[config.mk]
export PLATFORM = sky130hd
export DESIGN_NAME = mux3_port_arbiter_flat
export DESIGN_NICKNAME = d
export VERILOG_FILES = /design/src/rtl/mux3_port_arbiter_if.sv /design/src/rtl/mux3_port_arbiter.sv /design/src/flat_wrapper.sv
export SDC_FILE = /design/constraint.sdc
export NUM_CORES = 1
export LEC_CHECK = 0
export ABC_AREA = 1
export BUFFER_PORTS_ARGS = -buffer_cell sky130_fd_sc_hd__buf_2
export CORE_MARGIN = 10
export CORE_UTILIZATION = 40
export DETAILED_ROUTE_END_ITERATION = 8
export HOLD_SLACK_MARGIN = 0.02
export PLACE_DENSITY = 0.72
export SYNTH_ARGS = -nofsm -noshare
export SYNTH_HDL_FRONTEND = slang
export SYNTH_SLANG_ARGS = --single-unit
[constraint.sdc]
create_clock -name clk -period 2.2 [get_ports clk]
set_clock_uncertainty 0.15 [all_clocks]
set_input_delay 0.22 -clock clk [delete_from_list [all_inputs] [get_ports clk]]
set_output_delay 0.22 -clock clk [all_outputs]
set_load 0.03 [all_outputs]
[src/rtl/mux3_port_arbiter_if.sv]
// Request/grant bundle between three requesters and the shared-port arbiter.
// The lock signal exists only when MUX3_ARB_LOCK_EN is defined.
interface mux3_port_arbiter_if;
  logic [2:0] req;
  logic [2:0] done;
  logic [2:0] gnt;
  logic [1:0] sel;
  logic       busy;
  logic       timeout;
`ifdef MUX3_ARB_LOCK_EN
  logic       lock;
`endif

  // Requester side: drives requests/completions, observes grants.
  modport master (
    output req,
    output done,
`ifdef MUX3_ARB_LOCK_EN
    output lock,
`endif
    input  gnt,
    input  sel,
    input  busy,
    input  timeout
  );

  // Arbiter side.
  modport slave (
    input  req,
    input  done,
`ifdef MUX3_ARB_LOCK_EN
    input  lock,
`endif
    output gnt,
    output sel,
    output busy,
    output timeout
  );
endinterface

[src/rtl/mux3_port_arbiter.sv]
// Round-robin arbiter sharing one mux3 datapath port among three requesters,
// with a hold watchdog. Optional grant locking via MUX3_ARB_LOCK_EN.
module mux3_port_arbiter #(
  parameter int unsigned HOLD_MAX = 16,
  parameter int unsigned CNT_W    = 5
) (
  input  logic                 clk,
  input  logic                 rst_n,
  mux3_port_arbiter_if.slave   arb
);

  typedef enum logic {IDLE, BUSY} state_t;

  localparam bit               WD_EN   = (HOLD_MAX != 0);
  localparam logic [CNT_W-1:0] WD_LAST = CNT_W'(WD_EN ? HOLD_MAX - 1 : 0);

  state_t           state_q;
  logic [2:0]       gnt_q;
  logic [1:0]       sel_q;
  logic [1:0]       last_q;
  logic             busy_q;
  logic             timeout_q;
  logic [CNT_W-1:0] cnt_q;

  logic [1:0] winner_d;
  logic       owner_req;
  logic       owner_done;
  logic       lock_hold;
  logic       wd_hit;

  // Search starts one past the previous owner, wrapping mod 3.
  always_comb begin
    winner_d = 2'd0;
    case (last_q)
      2'd0:    winner_d = arb.req[1] ? 2'd1 : (arb.req[2] ? 2'd2 : 2'd0);
      2'd1:    winner_d = arb.req[2] ? 2'd2 : (arb.req[0] ? 2'd0 : 2'd1);
      default: winner_d = arb.req[0] ? 2'd0 : (arb.req[1] ? 2'd1 : 2'd2);
    endcase
  end

  always_comb begin
    owner_req  = 1'b0;
    owner_done = 1'b0;
    case (sel_q)
      2'd0:    begin owner_req = arb.req[0]; owner_done = arb.done[0]; end
      2'd1:    begin owner_req = arb.req[1]; owner_done = arb.done[1]; end
      default: begin owner_req = arb.req[2]; owner_done = arb.done[2]; end
    endcase
  end

`ifdef MUX3_ARB_LOCK_EN
  assign lock_hold = arb.lock;
`else
  assign lock_hold = 1'b0;
`endif

  assign wd_hit = WD_EN && (cnt_q == WD_LAST);

  always_ff @(posedge clk or negedge rst_n) begin
    if (!rst_n) begin
      state_q   <= IDLE;
      gnt_q     <= 3'b000;
      sel_q     <= 2'd0;
      last_q    <= 2'd2;
      busy_q    <= 1'b0;
      timeout_q <= 1'b0;
      cnt_q     <= '0;
    end else begin
      timeout_q <= 1'b0;
      case (state_q)
        IDLE: begin
          if (|arb.req) begin
            state_q <= BUSY;
            gnt_q   <= 3'b001 << winner_d;
            sel_q   <= winner_d;
            busy_q  <= 1'b1;
            cnt_q   <= '0;
          end
        end
        BUSY: begin
          // Abort or unlocked done: normal release; done beats the watchdog.
          if (!owner_req || (owner_done && !lock_hold)) begin
            state_q <= IDLE;
            gnt_q   <= 3'b000;
            sel_q   <= 2'd0;
            busy_q  <= 1'b0;
            last_q  <= sel_q;
          end else if (owner_done) begin
            cnt_q   <= '0;
          end else if (wd_hit) begin
            state_q   <= IDLE;
            gnt_q     <= 3'b000;
            sel_q     <= 2'd0;
            busy_q    <= 1'b0;
            last_q    <= sel_q;
            timeout_q <= 1'b1;
          end else if (cnt_q != {CNT_W{1'b1}}) begin
            cnt_q <= cnt_q + 1'b1;
          end
        end
        default: state_q <= IDLE;
      endcase
    end
  end

  assign arb.gnt     = gnt_q;
  assign arb.sel     = sel_q;
  assign arb.busy    = busy_q;
  assign arb.timeout = timeout_q;

endmodule

[src/flat_wrapper.sv]
// flat-port wrapper written by rule: the top's interface ports become plain ports
module mux3_port_arbiter_flat 
#(
  parameter int unsigned HOLD_MAX = 16,
  parameter int unsigned CNT_W    = 5
)
  (clk, rst_n, arb_req, arb_done, arb_gnt, arb_sel, arb_busy, arb_timeout);
  mux3_port_arbiter_if arb_i ();
  input  logic clk;
  input  logic rst_n;
  input wire logic [$bits(arb_i.req)-1:0] arb_req;
  input wire logic [$bits(arb_i.done)-1:0] arb_done;
  output wire logic [$bits(arb_i.gnt)-1:0] arb_gnt;
  output wire logic [$bits(arb_i.sel)-1:0] arb_sel;
  output wire logic [$bits(arb_i.busy)-1:0] arb_busy;
  output wire logic [$bits(arb_i.timeout)-1:0] arb_timeout;
  assign arb_i.req = arb_req;
  assign arb_i.done = arb_done;
  assign arb_gnt = arb_i.gnt;
  assign arb_sel = arb_i.sel;
  assign arb_busy = arb_i.busy;
  assign arb_timeout = arb_i.timeout;
  mux3_port_arbiter #(.HOLD_MAX(HOLD_MAX), .CNT_W(CNT_W)) u_core (.clk(clk), .rst_n(rst_n), .arb(arb_i));
endmodule
==> flow_summary.ini, run 1 <==
[outcome]
status = finished clean

[sta]
slew_viol_final = 0
fin_crit_sh_pct = 85.1
finalSetupTns_ps = 0
fin_crit_ps = 1870
tightest_slew_ps = 342
hold-worst-slack_ps = 147
fmax_mhz = 534
finalSetupViolations = 0
hold_viol = 0
fin_ws_ps = 327
rsz0062_at_grt = false
timing.slew.headroom_pct = 77.2

[grt]
grt_pass1_wl_mm = 3.13
grt_max_degree = 16
antenna_found_initial = 0
track_usage_pct = 9.12
first_global_vias = 738
grt_remaining_overflow = 0

[power_and_ir_drop]
netSwitchingFraction_pct = 48.2
p_int_uw = 607
powerDensity_nw_per_um2 = 1200
leakagePower_nw = 0.542
p_switching_uw = 564
pwr-share-seq_pct = 38.5
ir_drop_mv = 0.723
combPwrFrac_pct = 47.6
clkPwrFrac_pct = 13.9

[placement]
place_inst = 151
pre_cts_ws_ps = 337
place_congestion = 0.782
port_buffers = 14
hpwl_mm = 1.38

[yosys]
avgSynthCellArea_sq_um = 7.64
ys_ff_latch = 15
syn_area_sq_um = 848
ys_seq_area_share_pct = 44.4
synth-warning-count = 0
synth_cell_types = 19
synthCells = 111
synth.net_count = 122

[critical_path]
startpoint_type = register
critPathMostFrequentCell = nand2_1
path_class = register to register
critical_path.cell_chain = ha_1 > nand2_1 > nor2_1 > ha_1 > nor2_2 > nand2_1 > nand2_2 > nand2_2 > nand2_1 > nand2_1
worst-path-max-fanout = 12
crit_required_ps = 2240
reg2reg_to = u_core.cnt_q[0]
cpMaxStageDelayCell = dfrtp_1
reg2regPathDepth = 10
crit-reg2reg-launch = u_core.cnt_q[0]
r2r_slack_ps = 330
end_kind = register
slowest_delay_ps = 420
critPathArrivalTime_ps = 1920

[drt]
vias = 729
remaining_drc_errors = 0
drtIter0Drc = 20
wire_per_inst_um = 11.4
antenna_left = 0
vias_per_cell = 4.67
routed_wl_mm = 1.79
drt_pass1_iterations = 4

[finish]
mostFrequentLayoutCells = nand2_1, buf_2, dfrtp_1
fin_util_pct = 49.4
final_nets = 141
drive_gt1_share_pct = 24.0
stdcell_count = 156
syn2layout_area_growth_pct = 15.3
mostFrequentLayoutCell = nand2_1
fill_cells = 188
n_antenna_cell = 0

[die]
coreArea_sq_um = 1980
std_cell_rows = 16
io_pins = 15
die_h_um = 66.1
die_w_um = 66.1
die_area_sq_um = 4360
initial_core_util_pct = 42.8

[hold_path]
min_path_type = primary input to register
holdPathEnd = u_core.arb.sel[0]
holdCritStartpoint = arb_req[0]
min_path_cells = 4

[clock_network]
ctsResizeCount = 0
clk_pin_slew_ps = 90
clk_latency_ps = 290
cts_root_buf = clkbuf_4
cts_num_sinks = 15
cts_buffers = 3
clockBufferDepth = 2
cts_tree = yes
htreeDepth = 1

[job]
cap_violations = 0
-- kinds of logic after synthesis --
| logic type | after synthesis | synth area share, % |
|---|---|---|
| compound gates | 5 | 3.24 |
| simple gates | 72 | 39.4 |
| flops | 15 | 44.4 |
| xor+xnor | 1 | 1.03 |
| fa+ha+maj | 3 | 4.43 |
| buf+inv | 15 | 7.52 |
-- synthesized netlist by cell type, drive strengths merged --
cell type | n | area, sq um
o31ai | 1 | 7.51
nand3 | 14 | 85.1
ha | 3 | 37.5
buf | 1 | 11.3
nor2 | 14 | 67.6
nor3 | 2 | 10.0
inv | 14 | 52.6
dfstp | 1 | 26.3
nand2 | 41 | 159
o21ai | 4 | 20.0
xor2 | 1 | 8.76
dfrtp | 14 | 350
nand4 | 1 | 12.5
-- repair_timing --
item | 4_1_cts | 5_1_grt
buffers inserted | 0 | 0
hold endpoints to repair | 15 | 0
hold buffers | 1 | 0
-- critical path, delay by kind of cell, from the launching register on --
family | cells | cell delay [ps]
adder cells (fa/ha/maj) | 2 | 420
flip-flops | 1 | 420
AND/OR/NAND/NOR | 8 | 770
-- final cells by class --
class / count / area [sq um] / area share (%)
inverter: 14 / 52.6 / 5.37
sequential: 15 / 377 / 38.5
clock inverter: 1 / 5.00 / 0.512
timing repair buffer: 15 / 80.1 / 8.18
tap: 27 / 33.8 / 3.45
multi-input combinational: 81 / 408 / 41.7
clock buffer: 3 / 22.5 / 2.30
-- power by group through the flow --
stage                     clock network (mW)  logic [mW]  registers (mW)
after CTS                              0.169       0.564           0.451
after global placement                     0       0.553           0.451
final                                  0.163       0.558           0.451
after global routing                   0.184       0.631           0.465
after detailed placement                   0       0.561           0.456
after floorplan                            0       0.371           0.525
-- flip-flops by register name (all words and copies together), names as in the netlist --
name,count
u_core.arb.busy,1
u_core.last_q,2
u_core.arb.timeout,1
u_core.arb.sel,2
u_core.cnt_q,5
u_core.arb.gnt,3
u_core.state_q,1
-- routing by layer --
metal | share of wire (%) | track usage (%) | up-vias
met1 | 45 | 10.2 | 332
met5 | 0 | 0 | -
met3 | 3.5 | 2.88 | 5
li1 | - | - | 383
met4 | 2.6 | 5.76 | 0
met2 | 49 | 14.6 | 9
-- worst max path at each step --
stage                    startpoint              end  slack (ps)  depth (start not counted)
detailed placement  u_core.cnt_q[0]  u_core.cnt_q[0]         340                         10
global placement    u_core.cnt_q[0]  u_core.cnt_q[1]         420                         10
floorplan           u_core.cnt_q[0]  u_core.cnt_q[2]         580                         10
CTS                 u_core.cnt_q[0]  u_core.cnt_q[0]         320                         10
finish              u_core.cnt_q[0]  u_core.cnt_q[0]         330                         10
global route        u_core.cnt_q[0]  u_core.cnt_q[0]         150                         10
-- through the flow --
step	total power [mW]	area (sq um)
floorplan	0.897	848
global placement	1.00	941
detailed placement	1.02	941
CTS	1.18	978
global route	1.28	978
finish	1.17	978
No activity file was read; power rests on OpenSTA's default activity.
==> run 2: changes to the inputs <==
Settings changed: CORE_UTILIZATION 40 to 45, HOLD_SLACK_MARGIN 0.02 to default, PLACE_DENSITY 0.72 to 0.78.
==> run 2 against run 1 <==
Effect of this change:
- design area is 0.26% lower
- wire length is 0.28% higher
- largest power group unchanged
- die area is 7.8% lower
- largest cell class unchanged
- critical endpoint is now u_core.cnt_q[1]
- highest routed layer unchanged
- count of clock-buffer cells in the layout stayed put
- register-to-register slack hardly changed
- worst setup slack better by 8.6 ps
==> flow_summary.ini, run 2 (synthesis gave the netlist of run 1 again) <==
[outcome]
status = finished clean

[clock_network]
htreeDepth = 1
clk_pin_slew_ps = 100
cts_tree = yes
clk_latency_ps = 290
ctsResizeCount = 0
cts_buffers = 3
cts_root_buf = clkbuf_4
cts_num_sinks = 15
clockBufferDepth = 2

[critical_path]
end_kind = register
startpoint_type = register
reg2reg_to = u_core.cnt_q[1]
worst-path-max-fanout = 12
reg2regPathDepth = 10
crit-reg2reg-launch = u_core.cnt_q[0]
critPathMostFrequentCell = nand2_1
slowest_delay_ps = 420
r2r_slack_ps = 340
crit_required_ps = 2240
cpMaxStageDelayCell = dfrtp_1
critical_path.cell_chain = ha_1 > nand2_1 > nor2_1 > ha_1 > nor2_2 > nand2_1 > nand2_2 > nand2_2 > nand2_1 > nand2_1
critPathArrivalTime_ps = 1900
path_class = register to register

[sta]
fmax_mhz = 536
hold_viol = 0
fin_crit_sh_pct = 84.8
finalSetupViolations = 0
tightest_slew_ps = 339
rsz0062_at_grt = false
finalSetupTns_ps = 0
fin_ws_ps = 335
timing.slew.headroom_pct = 77.4
hold-worst-slack_ps = 147
slew_viol_final = 0
fin_crit_ps = 1860

[drt]
routed_wl_mm = 1.79
wire_per_inst_um = 11.6
vias = 735
vias_per_cell = 4.77
antenna_left = 0
drtIter0Drc = 28
remaining_drc_errors = 0
drt_pass1_iterations = 4

[die]
io_pins = 15
initial_core_util_pct = 48.1
die_w_um = 63.4
coreArea_sq_um = 1760
std_cell_rows = 15
die_h_um = 63.4
die_area_sq_um = 4020

[finish]
drive_gt1_share_pct = 24.0
regMostFlops = u_core.cnt_q
mostFrequentLayoutCell = nand2_1
final_cell_area_sq_um = 976
mostFrequentLayoutCells = nand2_1, buf_2, dfrtp_1
fin_util_pct = 55.3
largest_reg_flops = 5
syn2layout_area_growth_pct = 15.0
fill_cells = 183
final_nets = 141
stdcell_count = 154
n_antenna_cell = 0

[grt]
grt_remaining_overflow = 0
antenna_found_initial = 0
first_global_vias = 770
track_usage_pct = 9.36
grt_pass1_wl_mm = 3.19
grt_max_degree = 16

[placement]
pre_cts_ws_ps = 350
port_buffers = 14
placed_area_sq_um = 938
hpwl_mm = 1.43
place_inst = 149
place_congestion = 0.852

[power_and_ir_drop]
leakagePower_nw = 0.542
p_total_mw = 1.18
ir_drop_mv = 0.727
powerDensity_nw_per_um2 = 1200

[hold_path]
min_path_type = primary input to register
holdPathEnd = u_core.arb.sel[0]
holdCritStartpoint = arb_req[0]
min_path_cells = 4

[job]
cap_violations = 0
[run 2: area by class of cell]
cell class	instances	area, sq um	share of cell area [%]
clock buffer	3	22.5	2.31
clock inverter	1	5.00	0.513
inverter	14	52.6	5.38
multi-input combinational	81	408	41.8
sequential	15	377	38.6
tap	25	31.3	3.21
timing repair buffer	15	80.1	8.21
[run 2: layer usage]
metal	up-vias	GRT usage, %	share of wire, %
met5	-	0	0
met4	0	4.10	1.6
met3	4	2.83	4.5
met2	17	17.0	48
met1	331	9.63	46
li1	383	-	-
[run 2: worst max-delay path by stage]
stage	startpoint	end	slack (ps)	cells past startpoint
after detailed placement	u_core.cnt_q[0]	u_core.cnt_q[1]	350	10
final	u_core.cnt_q[0]	u_core.cnt_q[1]	340	10
after floorplan	u_core.cnt_q[0]	u_core.cnt_q[2]	580	10
after CTS	u_core.cnt_q[0]	u_core.cnt_q[1]	330	10
after global placement	u_core.cnt_q[0]	u_core.cnt_q[1]	420	10
after global routing	u_core.cnt_q[0]	u_core.cnt_q[3]	160	10
[run 2: power by group]
part	switching (mW)	leakage, nW	internal [mW]
sequential	0.0823	0.195	0.369
combinational	0.390	0.329	0.171
clock	0.0959	0.0177	0.0676
[run 2: repair_timing]
item / CTS / global route
hold buffers: 1 / 0
endpoints found under the hold margin: 15 / 0
buffers inserted: 0 / 0
[run 2: worst max-delay path, delay by kind of cell, from the launching register on]
family	cells	cell delay, ps
fa+ha+maj	2	430
flops	1	420
simple gates	8	780
